$ cat src/rtl/aud_recorder_if.sv
// Signal bundle between the I2S ADC/control side and the audio recorder.
// The slave modport is the recorder's view; master is the driving side.
interface aud_recorder_if;
    logic        i_lrc;
    logic        i_data;
    logic        i_start;
    logic        i_pause;
    logic        i_stop;
    logic [19:0] o_address;
    logic [15:0] o_data;
    logic        o_we_n;
    logic        o_recording;
    logic        o_done;
    logic [20:0] o_count;

    modport master (
        output i_lrc, i_data, i_start, i_pause, i_stop,
        input  o_address, o_data, o_we_n, o_recording, o_done, o_count
    );

    modport slave (
        input  i_lrc, i_data, i_start, i_pause, i_stop,
        output o_address, o_data, o_we_n, o_recording, o_done, o_count
    );
endinterface

$ cat src/rtl/aud_recorder.sv
// Captures the left channel of an I2S ADC stream and writes one 16-bit sample
// per LRC frame to sequential SRAM addresses, with start/pause/stop control.
module aud_recorder #(
    parameter logic [19:0] MAX_ADDR = 20'hFFFFF
) (
    input  logic           i_clk,
    input  logic           i_rst_n,
    aud_recorder_if.slave  bus
);

    typedef enum logic [2:0] {
        StIdle,
        StWaitFrame,
        StCapture,
        StStore,
        StPaused,
        StDone
    } state_e;

    state_e      state_q, state_d;
    logic        lrc_q;
    logic [14:0] shift_q, shift_d;
    logic [3:0]  bit_cnt_q, bit_cnt_d;
    logic [19:0] addr_q, addr_d;
    logic [20:0] count_q, count_d;
    logic [15:0] data_q, data_d;

    logic frame_start;
    logic stop_cmd, pause_cmd, start_cmd;

    assign frame_start = lrc_q & ~bus.i_lrc;

    // Only the highest-priority pulse of a cycle is acted upon.
    assign stop_cmd  = bus.i_stop;
    assign pause_cmd = ~bus.i_stop & bus.i_pause;
    assign start_cmd = ~bus.i_stop & ~bus.i_pause & bus.i_start;

    always_ff @(posedge i_clk or negedge i_rst_n) begin
        if (!i_rst_n) begin
            state_q   <= StIdle;
            lrc_q     <= 1'b0;
            shift_q   <= '0;
            bit_cnt_q <= '0;
            addr_q    <= '0;
            count_q   <= '0;
            data_q    <= '0;
        end else begin
            state_q   <= state_d;
            lrc_q     <= bus.i_lrc;
            shift_q   <= shift_d;
            bit_cnt_q <= bit_cnt_d;
            addr_q    <= addr_d;
            count_q   <= count_d;
            data_q    <= data_d;
        end
    end

    always_comb begin
        state_d   = state_q;
        shift_d   = shift_q;
        bit_cnt_d = bit_cnt_q;
        addr_d    = addr_q;
        count_d   = count_q;
        data_d    = data_q;

        unique case (state_q)
            StIdle, StDone: begin
                if (start_cmd) begin
                    addr_d  = '0;
                    count_d = '0;
                    state_d = StWaitFrame;
                end
            end
            StWaitFrame: begin
                if (stop_cmd) begin
                    state_d = StDone;
                end else if (pause_cmd) begin
                    state_d = StPaused;
                end else if (frame_start) begin
                    shift_d   = '0;
                    bit_cnt_d = '0;
                    state_d   = StCapture;
                end
            end
            StCapture: begin
                if (stop_cmd) begin
                    state_d = StDone;
                end else if (pause_cmd) begin
                    state_d = StPaused;
                end else begin
                    shift_d   = {shift_q[13:0], bus.i_data};
                    bit_cnt_d = bit_cnt_q + 4'd1;
                    if (bit_cnt_q == 4'd15) begin
                        data_d  = {shift_q, bus.i_data};
                        state_d = StStore;
                    end
                end
            end
            StStore: begin
                // The write always completes; pulses only choose the next state.
                count_d = count_q + 21'd1;
                if (addr_q != MAX_ADDR) begin
                    addr_d = addr_q + 20'd1;
                end
                if (stop_cmd || addr_q == MAX_ADDR) begin
                    state_d = StDone;
                end else if (pause_cmd) begin
                    state_d = StPaused;
                end else begin
                    state_d = StWaitFrame;
                end
            end
            StPaused: begin
                if (stop_cmd) begin
                    state_d = StDone;
                end else if (start_cmd) begin
                    state_d = StWaitFrame;
                end
            end
            default: state_d = StIdle;
        endcase
    end

    assign bus.o_address   = addr_q;
    assign bus.o_data      = data_q;
    assign bus.o_count     = count_q;
    assign bus.o_we_n      = (state_q != StStore);
    assign bus.o_recording = (state_q == StWaitFrame) || (state_q == StCapture) ||
                             (state_q == StStore);
    assign bus.o_done      = (state_q == StDone);

endmodule
$ cat src/flat_wrapper.sv
// flat-port wrapper written by rule: the top's interface ports become plain ports
module aud_recorder_flat 
#(
    parameter logic [19:0] MAX_ADDR = 20'hFFFFF
)
  (i_clk, i_rst_n, bus_i_lrc, bus_i_data, bus_i_start, bus_i_pause, bus_i_stop, bus_o_address, bus_o_data, bus_o_we_n, bus_o_recording, bus_o_done, bus_o_count);
  aud_recorder_if bus_i ();
  input  logic i_clk;
  input  logic i_rst_n;
  input wire logic [$bits(bus_i.i_lrc)-1:0] bus_i_lrc;
  input wire logic [$bits(bus_i.i_data)-1:0] bus_i_data;
  input wire logic [$bits(bus_i.i_start)-1:0] bus_i_start;
  input wire logic [$bits(bus_i.i_pause)-1:0] bus_i_pause;
  input wire logic [$bits(bus_i.i_stop)-1:0] bus_i_stop;
  output wire logic [$bits(bus_i.o_address)-1:0] bus_o_address;
  output wire logic [$bits(bus_i.o_data)-1:0] bus_o_data;
  output wire logic [$bits(bus_i.o_we_n)-1:0] bus_o_we_n;
  output wire logic [$bits(bus_i.o_recording)-1:0] bus_o_recording;
  output wire logic [$bits(bus_i.o_done)-1:0] bus_o_done;
  output wire logic [$bits(bus_i.o_count)-1:0] bus_o_count;
  assign bus_i.i_lrc = bus_i_lrc;
  assign bus_i.i_data = bus_i_data;
  assign bus_i.i_start = bus_i_start;
  assign bus_i.i_pause = bus_i_pause;
  assign bus_i.i_stop = bus_i_stop;
  assign bus_o_address = bus_i.o_address;
  assign bus_o_data = bus_i.o_data;
  assign bus_o_we_n = bus_i.o_we_n;
  assign bus_o_recording = bus_i.o_recording;
  assign bus_o_done = bus_i.o_done;
  assign bus_o_count = bus_i.o_count;
  aud_recorder #(.MAX_ADDR(MAX_ADDR)) u_core (.i_clk(i_clk), .i_rst_n(i_rst_n), .bus(bus_i));
endmodule
$ cat config.mk
export PLATFORM = sky130hd
export DESIGN_NAME = aud_recorder_flat
export DESIGN_NICKNAME = d
export VERILOG_FILES = /design/src/rtl/aud_recorder_if.sv /design/src/rtl/aud_recorder.sv /design/src/flat_wrapper.sv
export SDC_FILE = /design/constraint.sdc
export NUM_CORES = 1
export LEC_CHECK = 0
export ABC_AREA = 0
export CAP_MARGIN = 20
export CORE_MARGIN = 4
export CORE_UTILIZATION = 52
export DETAILED_ROUTE_END_ITERATION = 6
export HOLD_SLACK_MARGIN = 0.12
export PLACE_DENSITY = 0.77
export SYNTH_ARGS = -nofsm -noshare
export SYNTH_HDL_FRONTEND = slang
export SYNTH_SLANG_ARGS = --single-unit
$ cat constraint.sdc
create_clock -name i_clk -period 2.9 [get_ports i_clk]
set_input_delay 0.58 -clock i_clk [delete_from_list [all_inputs] [get_ports i_clk]]
set_output_delay 0.58 -clock i_clk [all_outputs]
set_load 0.02 [all_outputs]
# Word level (Yosys, flattened, before mapping)
# Cells that the tools add are included.
[word_totals]
regBits = 80
latch_bits = 0
mem_bits_rw = 0
mem_bits_ro = 0
wordCells = 76
memories = 0
[classes]
add_sub_neg = 3
mul = 0
n_div = 0
magnitude_cmp = 0
eq_ne = 18
shifts = 0
n_mux = 28
bitwise = 8
reduce_logical = 12
[op_table]
columns = ["operator", "n"]
rows = [
  ["$mux W15", 5],
  ["$pmux W21 S2", 1],
  ["$mux W20", 2],
  ["$pmux W20 S2", 1],
  ["$mux W3", 10],
  ["$pmux W15 S2", 1],
  ["$add A21 B1 Y21 const B", 1],
  ["$mux W21", 1],
  ["$add A20 B1 Y20 const B", 1],
  ["$eq A20 B20 Y1 const B", 1],
  ["$mux W4", 5],
  ["$ne A20 B20 Y1 const B", 1],
  ["$pmux W3 S5", 1],
  ["$ne A2 B2 Y1 const B", 4],
  ["$ne A4 B2 Y1 const B", 2],
  ["$pmux W4 S2", 1],
  ["$eq A3 B2 Y1 const B", 2],
  ["$eq A3 B3 Y1 const B", 2],
  ["$ne A2 B1 Y1 const B", 3],
  ["$reduce_and A6 Y1", 1],
  ["$add A4 B1 Y4 const B", 1],
  ["$and A1 B1 Y1", 4],
  ["$eq A4 B4 Y1 const B", 1],
  ["$not A1 Y1", 4],
  ["other kinds (9)", 13],
]

# Logic depth before layout (Yosys ltp)
# Gate-level depths: netlist of run 1.
[logic_depth]
ltp_word = 6
ltp_mapped = 9
ltp_nobuf = 7

# Least setup slack after synthesis of run 1
# No wires, ideal clock.
[synth_path]
path_kind = "input to register"
start = "input port bus_i_stop"
end = "register u_core.addr_q[5] (netlist: u_core.bus.o_address[5])"
t_arrival_ns = 2.080
slack_ns = 0.684
stages = 7
n_path_buf = 3
cell_sequence = "clkbuf_1 -> or3b_2 -> or3_1 -> buf_2 -> buf_1 -> o211ai_1 -> o31ai_1"
[synth_between]
elab_chain_cells = 5
[synth_rtl]
columns = ["element", "line", "source"]
rows = [
  ["start: declaration", "flat_wrapper.sv:14", "input wire logic [$bits(bus_i.i_stop)-1:0] bus_i_stop;"],
  ["$not A1 Y1 (no line)", "--", ""],
  ["$and A1 B1 Y1 (2 in a row)", "aud_recorder.sv:36", "assign start_cmd = ~bus.i_stop & ~bus.i_pause & bus.i_start;"],
  ["$ne A2 B1 Y1 (no line)", "--", ""],
  ["$reduce_and A3 Y1 (no line)", "--", ""],
  ["end signal: assignment", "aud_recorder.sv:52", "addr_q <= addr_d;"],
  ["end: declaration", "aud_recorder.sv:24", "logic [19:0] addr_q, addr_d;"],
]
# Every way passes these cells.
# A chain may end at the register's enable or synchronous reset.

# Final worst setup path of run 1
[layout_path]
start = "register u_core.state_q[2]"
end = "output port bus_o_we_n"
[layout_between]
elab_chain_cells = 1
[layout_rtl]
columns = ["element", "line", "source"]
rows = [
  ["start: declaration", "aud_recorder.sv:20", "state_e state_q, state_d;"],
  ["start signal: assignment", "aud_recorder.sv:40", "state_q <= StIdle;"],
  ["start signal: assignment", "aud_recorder.sv:48", "state_q <= state_d;"],
  ["$ne A3 B2 Y1", "aud_recorder.sv:127", "assign bus.o_we_n = (state_q != StStore);"],
  ["end: declaration", "flat_wrapper.sv:17", "output wire logic [$bits(bus_i.o_we_n)-1:0] bus_o_we_n;"],
]
# Every way passes these cells.

==> run summary, run 1 <==
outcome: finished, final reports clean
DP HPWL: 5.565 mm
diodes inserted: 0
Die X: 92.62 µm
fillcell total: 549
Yosys reg bits: 80
Setup violations, final: 0
initial antenna violation count: 0
WP data required: 2320 ps
Distinct cells, synth: 44
critical path class: reg2out
Final Hold Viols: 0
routability cong.: 0.8353
Avg WL per Cell: 15.63 µm
R2R cell count: 6
Power Dens Cells: 476.0 nW/µm²
Synth Instances: 353
Core Region: 6869 µm²
Pleak: 2.127 nW
setup bufs post-CTS: 0
Max VDD drop: 282.5 µV
Max Cap Viol: 0
Async SR Flop Fraction: 1.000
First-pass DRT Iterations: 4
Rows: 30
Initial Util: 0.5421
Critical Path Sink Type: primary output
Synthesized Nets: 363
DR vias: 2990
CTS tree: built
Iter 0 DRT Violations: 166
most frequent cells after synthesis: 80 x dfrtp_1, 30 x nand2_1, 28 x o21ai_0, 27 x nor2_1, 21 x nand3_1
number of flops mapped to enable cells by yosys: 0
count leader, synth: dfrtp_1
synth warn: 0
Die Y: 92.62 µm
# resized after CTS: 0
slew margin rel.: 0.3610
most area-consuming cells after synthesis: dfrtp_1 54%, mux2_2 4.8%, a22o_1 4.0%
HP Class: in2async
post-DR vias/cell: 5.717
H-tree depth: 3
final critical-path share of the clock period: 0.9464
RSZ-0062 raised after global routing: no
Tot GR Track Use: 0.2059
startpoint types: flop
synthesis-to-finish area growth: 26.81%
DRC violations left: 0
top cell type's share of synthesized area: 0.5376
GR Overflow Total: 0
Arrival @ worst endpoint: 2160 ps
Reg2Reg Setup Slack: 570 ps
post-synthesis sequential area ratio: 0.5376
Synth Cell Area: 3724 µm²
Final Hold Slack: 381.5 ps
Layout Skew: 9.393 ps
top_reg_cell synth: dfrtp_1
worst-skew pair later-pin latency: 350 ps
Worst Path Max Fanout: 13
setup_tns: 0 ps
Tmin final: 2745 ps
Synth area leader: dfrtp_1
ratio of cells with drive above 1 in the final layout: 0.1171
Max Clk Rate: 364.3 MHz
die area: 8578 µm²
Final Slew Violations: 0
reg2reg start: u_core.state_q[1]
Antenna Nets Post-Route: 0
reg2reg end: u_core.bus.o_data[11]
CTS buffer count: 9
number of global-route vias before repair: 2975
IO Port Bufs: 66
syn_area_per_cell: 10.55 µm²
Worst Max-Slew Pin Slew: 958.6 ps
largest net degree at the start of global routing: 81
clk slew on worst S/H paths: 80 ps
CTS Hold Bufs: 0
first-pass GRT wire length: 14.35 mm
I/O pins: 67
fin nets: 432
Routed WL: 8.175 mm
Root Driver: clkbuf_8
clock sink total: 80
CTS max path bufs: 2
metrics by stage:
| step | std cells | cell area, µm² | power (mW) | util | setup slack (ps) |
|---|---|---|---|---|---|
| finish | 523 | 4722 | 2.248 | 0.6874 | 155.4 |
| global route | 523 | 4722 | 2.344 | 0.6874 | 10.13 |
| CTS | 523 | 4722 | 2.272 | 0.6874 | 128.8 |
| detailed placement | 507 | 4501 | 1.362 | 0.6552 | 318.9 |
| global placement | 507 | 4501 | 1.357 | 0.6552 | 385.3 |
| floorplan | 353 | 3724 | 1.265 | - | 684.3 |
worst max-delay path, cell delays in order, from the launching register on:
cell             delay, ps
dfrtp_1                580
nor2b_1                130
and2_1                 200
inv_1                  250
clkdlybuf4s50_1        670
where the power goes:
group | total, mW | internal (mW) | switching [mW]
clock network | 0.907 | 0.507 | 0.400
logic | 0.167 | 0.0701 | 0.0971
registers | 1.17 | 1.14 | 0.0358
total | 2.25 | 1.71 | 0.533
layout by cell type, fill, tap and decap left out, drive strengths merged, types with 4 or more instances in the layout:
cell type,instances
dfrtp,80
clkdlybuf4s50,65
nand2,30
o21ai,28
nor2,27
nand3,21
a22o,17
mux2,16
nand4,13
xor2,11
buf,11
clkbuf,11
nor3,9
mux2i,8
inv,7
and3,7
a31oi,6
a21oi,6
o211ai,6
and4,5
o31ai,5
and2,4
nor4,4
final cells by class:
class                           count  area (µm²)  area share
Multi-Input combinational cell    248        1619      0.3429
Inverter                            7       26.28    0.005564
Clock buffer                       11       141.4     0.02994
Tap cell                           96       120.1     0.02544
Sequential cell                    80        2002      0.4240
Clock inverter                      5       80.08     0.01696
Timing Repair Buffer               76       733.2      0.1553
layer usage:
metal | global-route usage | part of all wire | vias up
met1 | 0.2795 | 0.46 | 1459
met3 | 0.05361 | 0.063 | 12
li1 | - | - | 1429
met4 | 0.07326 | 0.013 | 0
met5 | 0 | 0 | -
met2 | 0.3208 | 0.47 | 90
worst max path at each step:
stage                            startpoint  slack [ps]  cells past startpoint                      end
after global placement          bus_i_pause         390                      5     u_core.bus.o_data[0]
after floorplan                  bus_i_stop         680                      7  u_core.bus.o_address[5]
after detailed placement        bus_i_pause         320                      5    u_core.bus.o_data[14]
final                     u_core.state_q[2]         160                      4               bus_o_we_n
after CTS                 u_core.state_q[2]         130                      4               bus_o_we_n
after global routing      u_core.state_q[2]          10                      4               bus_o_we_n
kinds of logic (layout without fill, tap and decap cells):
| group | count (synthesis) | after routing | share of synthesized area |
|---|---|---|---|
| AO/OA/AOI/OAI | 76 | 76 | 0.1344 |
| XOR/XNOR | 11 | 11 | 0.02587 |
| adder cells (fa/ha/maj) | 3 | 3 | 0.01008 |
| buffers and inverters | 25 | 99 | 0.02890 |
| flip-flops | 80 | 80 | 0.5376 |
| multiplexers | 24 | 24 | 0.06989 |
| AND/OR/NAND/NOR | 134 | 134 | 0.1932 |
registers in the layout, indices dropped and copies added (netlist names):
name / count
u_core.bit_cnt_q: 4
u_core.bus.o_address: 20
u_core.bus.o_count: 21
u_core.bus.o_data: 16
u_core.lrc_q: 1
u_core.shift_q: 15
u_core.state_q: 3
Note: power is estimated with default switching activity, not from simulation.
==> inputs of run 2 (changes only) <==
- CTS_CLUSTER_SIZE: not set -> 8
==> results of run 2 <==
Same layout as run 1: the final DEF is identical, and so are final timing and power.
==> inputs of run 3 (changes only) <==
- ABC_AREA: 0 -> 1
- CORE_UTILIZATION: 52 -> 54
- PLACE_DENSITY: 0.77 -> 0.79
==> run 3 against run 2 <==
Setup slack improved by 220 ps. Sequential share of layout area decreased by 3.2 points. Routed wire length increased by 18%. Hold slack got worse by 130 ps. Count of clock-buffer cells in the layout decreased by 2. Critical path type unchanged. Register-to-register slack improved by 300 ps. Highest routed layer unchanged. Clock skew decreased by 1.5 ps. Combinational power increased to 8.7 times the previous value. Largest power group unchanged. Sequential power increased by 49%. Maximum frequency increased by 8.5%. Core utilization increased by 0.94 points. Non-clock buffer count decreased by 7.
==> run summary, run 3 <==
top cell type's share of synthesized area: 0.4840
Final Slew Violations: 0
Reg area: 2002 µm²
Final Power: 4.104 mW
syn_area_per_cell: 7.924 µm²
clock group share of total power: 0.221
most area-consuming cells after synthesis: dfrtp_1 48%, nand2_1 12%, inv_1 6.3%
DR vias: 3755
die area: 9124 µm²
DRC violations left: 0
Yosys reg bits: 80
setup bufs post-CTS: 0
Async SR Flop Fraction: 1.000
Sequential Power Share: 0.424
Max Clk Rate: 395.3 MHz
Max VDD drop: 452.5 µV
fillcell total: 585
setup_tns: 0 ps
diodes inserted: 0
number of flops mapped to enable cells by yosys: 0
xor and xnor fraction of the mapped netlist area: 0.02117
Distinct cells, synth: 36
CTS max path bufs: 2
Sw Share: 0.4012
slew margin rel.: 0.5745
initial antenna violation count: 0
RSZ-0062 raised after global routing: no
critical path class: reg2out
Synth Cell Area: 4136 µm²
count leader, synth: nand2_1
post-DR vias/cell: 5.403
crit-path most repeated cell: nand2_1
final critical-path share of the clock period: 0.8722
post-synthesis sequential area ratio: 0.4840
Logic pwr share: 0.356
# resized after CTS: 0
Tot GR Track Use: 0.2245
Synth area leader: dfrtp_1
Final Hold Viols: 0
outcome: finished, final reports clean
CP max stage cell: clkdlybuf4s50_1
number of global-route vias before repair: 3472
Iter 0 DRT Violations: 196
multi-input combinational cell area: 1783 µm²
mux share of post-synthesis cell area: 0
Switch Pwr: 1.646 mW
IO Port Bufs: 66
Worst Path Max Fanout: 6
first-pass GRT wire length: 16.07 mm
Largest register FFs: 21
Core Region: 7331 µm²
DP HPWL: 6.975 mm
startpoint types: flop
cell breakdown of the critical path: nor2_2 -> nand2_1 -> nand2_1 -> inv_1 -> nand2_1 -> clkdlybuf4s50_1
HP Class: in2async
Die X: 95.52 µm
largest net degree at the start of global routing: 49
top_reg_cell synth: dfrtp_1
Pleak: 2.187 nW
synth warn: 0
Die Y: 95.52 µm
Arrival @ worst endpoint: 1950 ps
adder-cell area share of the yosys netlist: 0.009074
Initial Util: 0.5643
largest family of logic cells by synthesized area: simple AND/OR/NAND/NOR gates
worst-skew pair later-pin latency: 360 ps
commonest non-fill, non-tap cell in the layout: nand2_1
Antenna Nets Post-Route: 0
Critical Path Sink Type: primary output
ratio of cells with drive above 1 in the final layout: 0.08054
First-pass DRT Iterations: 5
Avg WL per Cell: 13.88 µm
Setup violations, final: 0
fin nets: 601
clock sink total: 80
Synthesized Nets: 532
Largest stage delay, worst path: 600 ps
CTS Hold Bufs: 0
routability cong.: 0.9103
most frequent cells after synthesis: 133 x nand2_1, 80 x dfrtp_1, 69 x inv_1, 44 x o21ai_0, 42 x nor2_1
Compound-Gate Fraction of Synth Area: 0.1286
synthesis-to-finish area growth: 23.50%
Rows: 31
Power Dens Cells: 803.3 nW/µm²
CTS buffer count: 9
Synth Instances: 522
clk slew on worst S/H paths: 90 ps
commonest non-fill, non-tap cells in the layout: 133 x nand2_1, 80 x dfrtp_1, 69 x inv_1, 65 x clkdlybuf4s50_1, 44 x o21ai_0
Tmin final: 2529 ps
Root Driver: clkbuf_8
Routed WL: 9.644 mm
Layout Skew: 7.922 ps
H-tree depth: 3
CTS tree: built
GR Overflow Total: 0
Pint: 2.458 mW
Max Cap Viol: 0
WP data required: 2320 ps
Worst Max-Slew Pin Slew: 638.3 ps
Post-Synth Simple-Gate Area: 0.2722
I/O pins: 67
[run 3: cell types whose count changed after synthesis, moves of 8 or more]
cell | before | now
a22o_1 | 17 | 1
inv_1 | 7 | 69
mux2_2 | 16 | 0
mux2i_1 | 8 | 0
nand2_1 | 30 | 133
nand3_1 | 21 | 34
nor2_1 | 27 | 42
nor3_1 | 7 | 16
o21ai_0 | 28 | 44
o22ai_1 | 1 | 17
[run 3: area by class of cell]
class,count,area share
Inverter,74,0.05584
Tap cell,99,0.02425
Timing Repair Buffer,69,0.1357
Clock buffer,9,0.02425
Clock inverter,7,0.01910
Multi-Input combinational cell,357,0.3490
Sequential cell,80,0.3919
[run 3: cells by family (layout without fill, tap and decap cells)]
family / Yosys count / after routing
DFF: 80 / 80
adders and majority gates: 3 / 3
buffers and inverters: 85 / 159
xor gates and xnor gates: 10 / 10
AOI/OAI and AO/OA: 92 / 92
and+or+nand+nor: 252 / 252
[run 3: per-stage QoR]
stage / setup WS, ps / util / hold WS, ps / area [µm²] / cells
6_report: 370.6 / 0.6969 / 247.8 / 5109 / 695
4_1_cts: 369.3 / 0.6969 / 265.1 / 5109 / 695
5_1_grt: 250.2 / 0.6969 / 292.1 / 5109 / 695
3_5_place_dp: 630.7 / 0.6667 / 477.1 / 4887 / 679
3_3_place_gp: 658.8 / 0.6667 / 471.8 / 4887 / 679
2_1_floorplan: 958.4 / - / 284.4 / 4136 / 522
[run 3: final timing paths]
path                            cells past startpoint                 start  slack [ps]                       to
worst max-delay path                                6     u_core.state_q[2]         370          bus_o_recording
worst min-delay path                                1               i_rst_n         250  u_core.bus.o_address[9]
worst max register to register                      9     u_core.state_q[2]         870  u_core.bus.o_address[4]
worst min register to register                      2  u_core.bus.o_data[2]         500     u_core.bus.o_data[2]
max in group asynchronous                           2               i_rst_n        2050     u_core.bus.o_data[4]
min in group i_clk                                  2  u_core.bus.o_data[2]         500     u_core.bus.o_data[2]
[run 3: per-layer routing]
| metal | GRT usage | wire, µm | vias up |
|---|---|---|---|
| met5 | 0 | 0 | - |
| met4 | 0.05213 | 89 | 0 |
| met3 | 0.05288 | 516 | 11 |
| met2 | 0.3752 | 4749 | 114 |
| met1 | 0.2962 | 4288 | 1796 |
| li1 | - | - | 1834 |
[run 3: power by group through the flow]
stage | registers, mW | logic, mW | clock network (mW)
global route | 1.79 | 1.61 | 0.956
finish | 1.74 | 1.46 | 0.906
detailed placement | 1.75 | 1.47 | 0
global placement | 1.74 | 1.43 | 0
floorplan | 1.91 | 0.648 | 0
CTS | 1.73 | 1.48 | 0.919
[run 3: worst max-delay path: cells and delay by family, from the launching register on]
kind,cells,cell delay (ps)
buffers and inverters,2,650
flip-flops,1,460
AND/OR/NAND/NOR,4,480
